**config.mk**
```make
export PLATFORM = sky130hd
export DESIGN_NAME = data_memory_lsu
export DESIGN_NICKNAME = d
export VERILOG_FILES = /design/src/rtl/data_memory_lsu.sv
export SDC_FILE = /design/constraint.sdc
export NUM_CORES = 2
export LEC_CHECK = 0
export CORE_ASPECT_RATIO = 1.75
export CORE_MARGIN = 3
export CORE_UTILIZATION = 40
export DETAILED_ROUTE_END_ITERATION = 8
export DONT_BUFFER_PORTS = 1
export MAX_ROUTING_LAYER = met4
export PLACE_DENSITY = 0.65
export SLEW_MARGIN = 20
export SYNTH_ARGS = -nofsm -noshare
export SYNTH_HDL_FRONTEND = slang
export SYNTH_SLANG_ARGS = --single-unit
```
**constraint.sdc**
```tcl
create_clock -name clk -period 3.7 [get_ports clk]
set_input_delay 0.74 -clock clk [delete_from_list [all_inputs] [get_ports clk]]
set_output_delay 0.74 -clock clk [all_outputs]
set_load 0.02 [all_outputs]
```
**src/rtl/data_memory_lsu.sv**
```systemverilog
// Byte-lane data memory with a valid/ready load/store port, RV32I sub-word access
// and a configurable response latency. One request is outstanding at a time.

module data_memory_lsu_lane #(
  parameter int ADDR_WIDTH = 6
) (
  input  logic                  clk,
  input  logic                  rd_en,
  input  logic                  wr_en,
  input  logic [ADDR_WIDTH-1:0] idx,
  input  logic [7:0]            wdata,
  output logic [7:0]            rdata
);
  logic [7:0] mem [2**ADDR_WIDTH];

  // Read-before-write: a store's own response never needs the old word.
  always_ff @(posedge clk) begin
    if (wr_en) mem[idx] <= wdata;
    if (rd_en) rdata <= mem[idx];
  end
endmodule

module data_memory_lsu #(
  parameter int ADDR_WIDTH   = 6,
  parameter int READ_LATENCY = 1
) (
  input  logic        clk,
  input  logic        rst,
  input  logic        req_valid,
  output logic        req_ready,
  input  logic        req_we,
  input  logic [2:0]  req_funct3,
  input  logic [31:0] req_addr,
  input  logic [31:0] req_wdata,
  output logic        rsp_valid,
  output logic [31:0] rsp_rdata,
  output logic        rsp_fault
);
  typedef enum logic [1:0] {IDLE, WAIT, RESP} state_t;
  typedef struct packed {
    logic       we;
    logic [2:0] funct3;
    logic [1:0] off;
    logic       fault;
  } req_t;

  state_t          state, state_n;
  logic [1:0]      cnt, cnt_n;
  req_t            req_q;
  logic            accept, fault;
  logic [3:0]      be;
  logic [3:0][7:0] lane_wdata, held;
  logic [31:0]     load_data, rdata_q;
  logic            fault_q;
  logic [7:0]      sel_b;
  logic [15:0]     sel_h;

  assign req_ready = (state == IDLE);
  assign rsp_valid = (state == RESP);
  assign accept    = req_valid && req_ready;

  always_comb begin
    fault = 1'b0;
    if (req_funct3[1:0] == 2'b01 && req_addr[0])         fault = 1'b1;
    if (req_funct3[1:0] == 2'b10 && req_addr[1:0] != 2'b00) fault = 1'b1;
    if (|req_addr[31:ADDR_WIDTH+2])                       fault = 1'b1;
    if (req_we && req_funct3 > 3'b010)                    fault = 1'b1;
    if (!req_we && (req_funct3 == 3'b011 || req_funct3[2:1] == 2'b11)) fault = 1'b1;
  end

  // Store data is replicated across lanes; byte enables pick the live ones.
  always_comb begin
    be         = 4'b1111;
    lane_wdata = req_wdata;
    case (req_funct3[1:0])
      2'b00: begin
        be         = 4'b0001 << req_addr[1:0];
        lane_wdata = {4{req_wdata[7:0]}};
      end
      2'b01: begin
        be         = req_addr[1] ? 4'b1100 : 4'b0011;
        lane_wdata = {2{req_wdata[15:0]}};
      end
      default: ;
    endcase
  end

  for (genvar i = 0; i < 4; i++) begin : g_lane
    data_memory_lsu_lane #(.ADDR_WIDTH(ADDR_WIDTH)) u_lane (
      .clk   (clk),
      .rd_en (accept),
      .wr_en (accept && req_we && !fault && be[i]),
      .idx   (req_addr[ADDR_WIDTH+1:2]),
      .wdata (lane_wdata[i]),
      .rdata (held[i])
    );
  end

  always_comb begin
    sel_b     = held[req_q.off];
    sel_h     = req_q.off[1] ? {held[3], held[2]} : {held[1], held[0]};
    load_data = '0;
    if (!req_q.we && !req_q.fault) begin
      case (req_q.funct3)
        3'b000:  load_data = {{24{sel_b[7]}}, sel_b};
        3'b001:  load_data = {{16{sel_h[15]}}, sel_h};
        3'b010:  load_data = held;
        3'b100:  load_data = {24'd0, sel_b};
        3'b101:  load_data = {16'd0, sel_h};
        default: load_data = '0;
      endcase
    end
  end

  always_comb begin
    state_n = state;
    cnt_n   = cnt;
    case (state)
      IDLE: if (accept) begin
        cnt_n   = 2'd0;
        state_n = (READ_LATENCY == 1) ? RESP : WAIT;
      end
      WAIT: begin
        if (cnt == 2'(READ_LATENCY - 2)) state_n = RESP;
        else                             cnt_n   = cnt + 2'd1;
      end
      RESP:    state_n = IDLE;
      default: state_n = IDLE;
    endcase
  end

  always_ff @(posedge clk or posedge rst) begin
    if (rst) begin
      state   <= IDLE;
      cnt     <= 2'd0;
      req_q   <= '0;
      rdata_q <= '0;
      fault_q <= 1'b0;
    end else begin
      state <= state_n;
      cnt   <= cnt_n;
      if (accept) req_q <= '{we: req_we, funct3: req_funct3, off: req_addr[1:0], fault: fault};
      if (state == RESP) begin
        rdata_q <= load_data;
        fault_q <= req_q.fault;
      end
    end
  end

  // Live values during RESP, last response held otherwise.
  assign rsp_rdata = (state == RESP) ? load_data   : rdata_q;
  assign rsp_fault = (state == RESP) ? req_q.fault : fault_q;
endmodule

```
Word-level counts from Yosys, hierarchy flattened
Memory sizes are Yosys's and may differ from the RTL's. A register that Yosys moved wholly into a read port is not among the register bits.
Index checks and enable logic that the tools add are counted.
{"block": "word_totals", "regBits": 44, "ramBits": 2048, "in_bits": 71, "output_inout_bits": 35, "elab_cells": 84, "n_memories": 4}
{"name": "g_lane[0].u_lane.mem", "depth": 64, "word_bits": 8, "rd": 1, "rd_clocked_by_memory_dff": 1, "write_ports": 1, "line": "14", "source": "logic [7:0] mem [2**ADDR_WIDTH];"}
{"name": "g_lane[1].u_lane.mem", "depth": 64, "word_bits": 8, "rd": 1, "rd_clocked_by_memory_dff": 1, "write_ports": 1, "line": "14"}
{"name": "g_lane[2].u_lane.mem", "depth": 64, "word_bits": 8, "rd": 1, "rd_clocked_by_memory_dff": 1, "write_ports": 1, "line": "14"}
{"name": "g_lane[3].u_lane.mem", "depth": 64, "word_bits": 8, "rd": 1, "rd_clocked_by_memory_dff": 1, "write_ports": 1, "line": "14"}
{"block": "op_classes", "n_addsub": 1, "order_cmp": 2, "eq_ne": 14, "n_shift": 1, "mux": 29, "n_reduce_logical": 25}
{"operator": "$pmux 32 s5", "n": 1}
{"operator": "$mux 32", "n": 2}
{"operator": "$pmux 32 s2", "n": 1}
{"operator": "$reduce_or 24->1", "n": 1}
{"operator": "$bmux 8 s2", "n": 1}
{"operator": "$mux 16", "n": 1}
{"operator": "$mux 1", "n": 14}
{"operator": "$logic_and 1x1->1", "n": 12}
{"operator": "$eq 2x2->1 const B", "n": 4}
{"operator": "$mux 2", "n": 4}
{"operator": "$mux 8", "n": 1}
{"operator": "$pmux 2 s2", "n": 2}
{"operator": "$pmux 4 s2", "n": 1}
{"operator": "$eq 3x2->1 const B", "n": 2}
{"operator": "$eq 3x3->1 const B", "n": 2}
{"operator": "$eq 2x1->1 const B", "n": 2}
{"operator": "$logic_not 1->1", "n": 4}
{"operator": "$logic_not 2->1", "n": 2}
{"operator": "$mux 4", "n": 1}
{"operator": "$ne 2x2->1 const B", "n": 2}
{"operator": "$reduce_bool 2->1", "n": 2}
{"operator": "$shl 1x2->4 const A", "n": 1}
{"operator": "$eq 3x1->1 const B", "n": 1}
{"operator": "$gt 3x2->1 const B", "n": 1}
{"operator": "7 further kinds", "n": 7}

Depth between registers and ports, before layout
{"block": "depth", "ltp_word": 12, "mapped_depth": 10, "ltp_nobuf": 5}

Modules after synthesis
A second synthesis with hierarchy kept.
{"block": "unflattened", "cells_unflattened": 4936, "hier_area_um2": 84718.8}
{"module": "data_memory_lsu_lane", "instances": 4, "cells_per_inst": 1171, "area_each_um2": 20529.7, "seq_area_each_um2": 15615.0}
{"module": "data_memory_lsu", "instances": 1, "cells_per_inst": 252, "area_each_um2": 2600.0, "seq_area_each_um2": 1026.0}

Worst setup path after synthesis
No wires, ideal clock.
{"block": "synth_timing", "path_type": "input port to flip-flop", "start": "input port req_funct3[0]", "end": "memory g_lane[3].u_lane.mem[0][0] (data pin)", "setup_time_ns": 0.702, "arrival_ns": 3.810, "t_required_ns": 2.998, "setup_slack_ns": -0.812, "path_stages": 3, "path_buffers": 1, "cell_sequence": "buf_1 mux2i_1 o21ai_0"}
{"block": "synth_between", "elab_chain_len": 2, "elab_cells_between_ends": 3, "classes_between": "eq/ne: 1; mux: 1; reduce/logical: 1"}
{"element": "start, declared", "line": "32", "source": "input logic [2:0] req_funct3,"}
{"element": "$eq 2x1->1 / $logic_not 2->1 (equally long branches)", "line": "75", "source": "case (req_funct3[1:0])"}
{"element": "$pmux 32 s2 *", "line": "75"}
{"element": "net g_lane[3].u_lane.wdata[0]", "line": "11", "source": "input logic [7:0] wdata,"}
{"element": "end, declared", "line": "14"}
Mark *: on every way through the listed nets, which the timed path passes. The rest lies on a longest branch.

Worst setup path after layout
{"block": "layout_timing", "start": "register g_lane[0].u_lane.rdata[7], read port of g_lane[0].u_lane.mem", "end": "output port rsp_rdata[9]"}
{"block": "layout_between", "elab_chain_len": 5}
{"element": "start, declared", "line": "12", "source": "output logic [7:0] rdata"}
{"element": "$bmux 8 s2", "line": "100", "source": "sel_b = held[req_q.off];"}
{"element": "$mux 8 (not written as such)", "line": "100"}
{"element": "$pmux 32 s5", "line": "104", "source": "case (req_q.funct3)"}
{"element": "$mux 32", "line": "103", "source": "if (!req_q.we && !req_q.fault) begin"}
{"element": "$mux 32"}
{"element": "end, declared", "line": "36", "source": "output logic [31:0] rsp_rdata,"}
Every way passes these cells. The select of a mux whose other input is x is not followed.

==> impl_metrics.toml <==
[status]
status = "complete, no violations"

[critical_path]
end_kind = "output pin"
r2r_slack_ns = 1.04
cp_max_fo = 8
worstReg2RegStart = "state[1]$_DFFE_PP0P_"
cp.required_ns = 2.96
slowest_delay_ns = 0.57
start_kind = "flip-flop"
cpMaxStageDelayCell = "edfxtp_1"
r2r-end = "g_lane[1].u_lane.mem[40][5]$_DFFE_PP_"
crit_type = "reg2out"
cpLargestDelayFamily = "flip-flops"
reg2reg_depth = 7
cp_data_arrival_time_ns = 2.78
path_cells = "mux4_2 -> nor3b_1 -> nor2b_4 -> a221oi_1 -> o2bb2ai_2"
crit_buf_inv = 0

[logic_synthesis]
synthAdderAreaFrac_pct = 0
yosysSeqAreaShare_pct = 77.7
netlist-cell-type-count = 58
synth_top_cell_area_share_pct = 76.5
avgSynthCellArea_um2 = 19.0
synth-main-ff-cell = "edfxtp_1"
muxShareOfSynthArea_pct = 10.7
synth_top_family_by_area = "multiplexers"
synth_area_um2 = 81700
yosys_warnings = 0
synth_area_leaders = "edfxtp_1, mux4_2, mux2i_1"
async_flop_share_pct = 1.93
synth_nets = 4367
synth_compound_area_share_pct = 6.84
synth_top_cells_by_count = "edfxtp_1, nor2_1, mux2i_1, mux4_2, a221oi_1"
synth-seq-cells = 2121
synth_xor_area_share_pct = 0
syn-instance-count = 4296
yosys.area.top_type = "edfxtp_1"
synth-simple-area-share_pct = 3.17
synth_most_common_cell = "edfxtp_1"
synth-edff-count = 2080

[cts]
cts.sinks = 2121
cts_tree = "built"
cts_max_path_buffers = 4
htreeDepth = 4
clock-root-buffer = "clkbuf_16"
path_clk_slew_ns = 0.07
worstSkewPairLatency_ns = 0.83
cts_made_buffers = 175

[routing]
wire_per_inst_um = 30.7
drt_iter0_drc = 4851
highest_layer = "met4"
viasPerCell = 5.93
drtPass1Iterations = 9
wl_met1_um = 76800
drcViolationCount = 0
vias = 43900
drt_wl_total_um = 228000
wl_met2_um = 115000
postRouteAntennaNets = 0
wl_met3_um = 17300

[worst_hold_path]
hold_path_end = "g_lane[0].u_lane.mem[2][7]$_DFFE_PP_"
hold-path-cell-count = 0
min_from = "req_wdata[7]"
hp-class = "in2reg"

[pwr]
power_frac_comb_pct = 4.8
ir_worst_vdd_mv = 0.335
swShare_pct = 21.0
power_density_nw_per_um2 = 508
p_int_uw = 37300
leakage_uw = 0.0297
clkPwrFrac_pct = 38.8
seqPwrFrac_pct = 56.4
p_switching_uw = 9940

[sta]
hold_viol = 0
fin_ws_ns = 0.182
rsz0062_at_grt = "false"
fmax_ghz = 0.284
min_period_over_period_pct = 95.1
slew_violations = 0
tightest_slew_ns = 1.36
layout_min_cycle_time_ns = 3.52
fin_skew_ns = 0.0501
timing.final.setup_violations = 0
relSlewSlack_pct = 9.32
fin_tns_setup_ns = 0

[placement]
gp_congestion = 0.902
preCtsSetupSlack_ns = 0.324
port_buffers = 0
dp_hpwl_um = 147000

[finish]
fill_cells = 16900
final_nets = 4700
ff_latch_area_um2 = 63500
multi_input_area_um2 = 17100
drive_above_1_share_pct = 21.6
syn_to_final_growth_pct = 14.0

[die]
boundaryPins = 106
start_util_pct = 40.3
die_height_um = 604
die_w_um = 348
die_area_um2 = 210000
rows = 218
core_um2 = 202000

[global_route]
grt_first_pass_wirelength_um = 325000
antenna_found_initial = 10
grt_use_total_pct = 22.1
overflow = 0
grt_start_max_net_pins = 302
first_global_vias = 44400

[run]
max_cap_viol_count = 0
==> final cells by class <==
cell class              count  area share (%)
flip-flops and latches   2121            68.2
multi-input cells        1873            18.4
clock buffers             210            4.90
repair buffers            452            3.87
well taps                2640            3.55
clock inverters            97            1.01
inverters                   6          0.0363
diodes                     11          0.0296
==> kinds of logic (layout without fill, tap and decap cells) <==
kind of cell           after synthesis  count (layout)
AO/OA/AOI/OAI                      717             717
buffers and inverters              302             765
flip-flops                        2121            2121
multiplexers                       544             544
other                                0              11
AND/OR/NAND/NOR                    612             612
==> power by group through the flow <==
stage	Clock (uW)	Sequential, uW	Combinational, uW
floorplan	0	27100	1500
global placement	0	27200	2150
detailed placement	0	27200	2210
CTS	18600	26700	2230
global route	19400	26600	2370
finish	18400	26700	2270
==> metrics by stage <==
stage	hold WS [ns]	power [uW]	instance area, um2	instances	utilization (%)
finish	0.0441	47300	93100	7410	46.0
global placement	0.491	29300	87400	7083	43.2
CTS	0.000866	47500	93000	7397	46.0
floorplan	0.482	28600	81700	4296	-
global route	0.0178	48500	93100	7406	46.0
detailed placement	0.497	29400	87400	7083	43.2
==> cell usage in the layout (no fill, tap or decap), types with 16 or more instances in the layout <==
| cell | n |
|---|---|
| edfxtp_1 | 2080 |
| buf_4 | 430 |
| nor2_1 | 359 |
| mux2i_1 | 256 |
| mux4_2 | 256 |
| a221oi_1 | 252 |
| clkbuf_16 | 177 |
| nand2_1 | 146 |
| o22ai_1 | 112 |
| a22oi_1 | 71 |
| o21ai_0 | 68 |
| dfrtp_1 | 41 |
| o211ai_1 | 33 |
| nand4_1 | 32 |
| clkbuf_1 | 32 |
| mux2_2 | 30 |
| o211a_1 | 29 |
| clkinv_2 | 29 |
| a222oi_1 | 28 |
| a2bb2oi_1 | 26 |
| a21oi_1 | 24 |
| clkinv_1 | 24 |
| a221o_1 | 19 |
| bufinv_16 | 16 |
==> how the worst max path moves through the flow <==
| stage | from | end | cells past startpoint |
|---|---|---|---|
| 3_3_place_gp | req_addr[3] | g_lane[0].u_lane.rdata[5]$_DFFE_PP_ | 6 |
| 2_1_floorplan | req_funct3[0] | g_lane[3].u_lane.mem[0][3]$_DFFE_PP_ | 3 |
| 4_1_cts | g_lane[0].u_lane.rdata[7]$_DFFE_PP_ | rsp_rdata[9] | 5 |
| 5_1_grt | req_q[2]$_DFFE_PP0P_ | rsp_rdata[12] | 5 |
| 6_report | g_lane[0].u_lane.rdata[7]$_DFFE_PP_ | rsp_rdata[9] | 5 |
| 3_5_place_dp | req_addr[3] | g_lane[0].u_lane.rdata[5]$_DFFE_PP_ | 6 |
==> per-layer routing <==
layer | global-route usage, % | up-vias
met5 | - | -
met3 | 4.01 | 559
met2 | 36.8 | 2053
li1 | - | 18400
met1 | 24.1 | 22900
met4 | 15.2 | 0
==> flip-flops by register name, summed over array words and instances (netlist names) <==
register             cells
fault_q                  1
g_lane.u_lane.mem     2048
g_lane.u_lane.rdata     32
rdata_q                 32
req_q                    7
state                    1
==> repair_timing <==
action,4_1_cts,5_1_grt
endpoints found under the setup margin,12,28
buffers inserted,0,0
hold buffers,7,0
endpoints found under the hold margin,47,0
gates resized for setup,10,2
No activity file was read; power rests on OpenSTA's default activity.
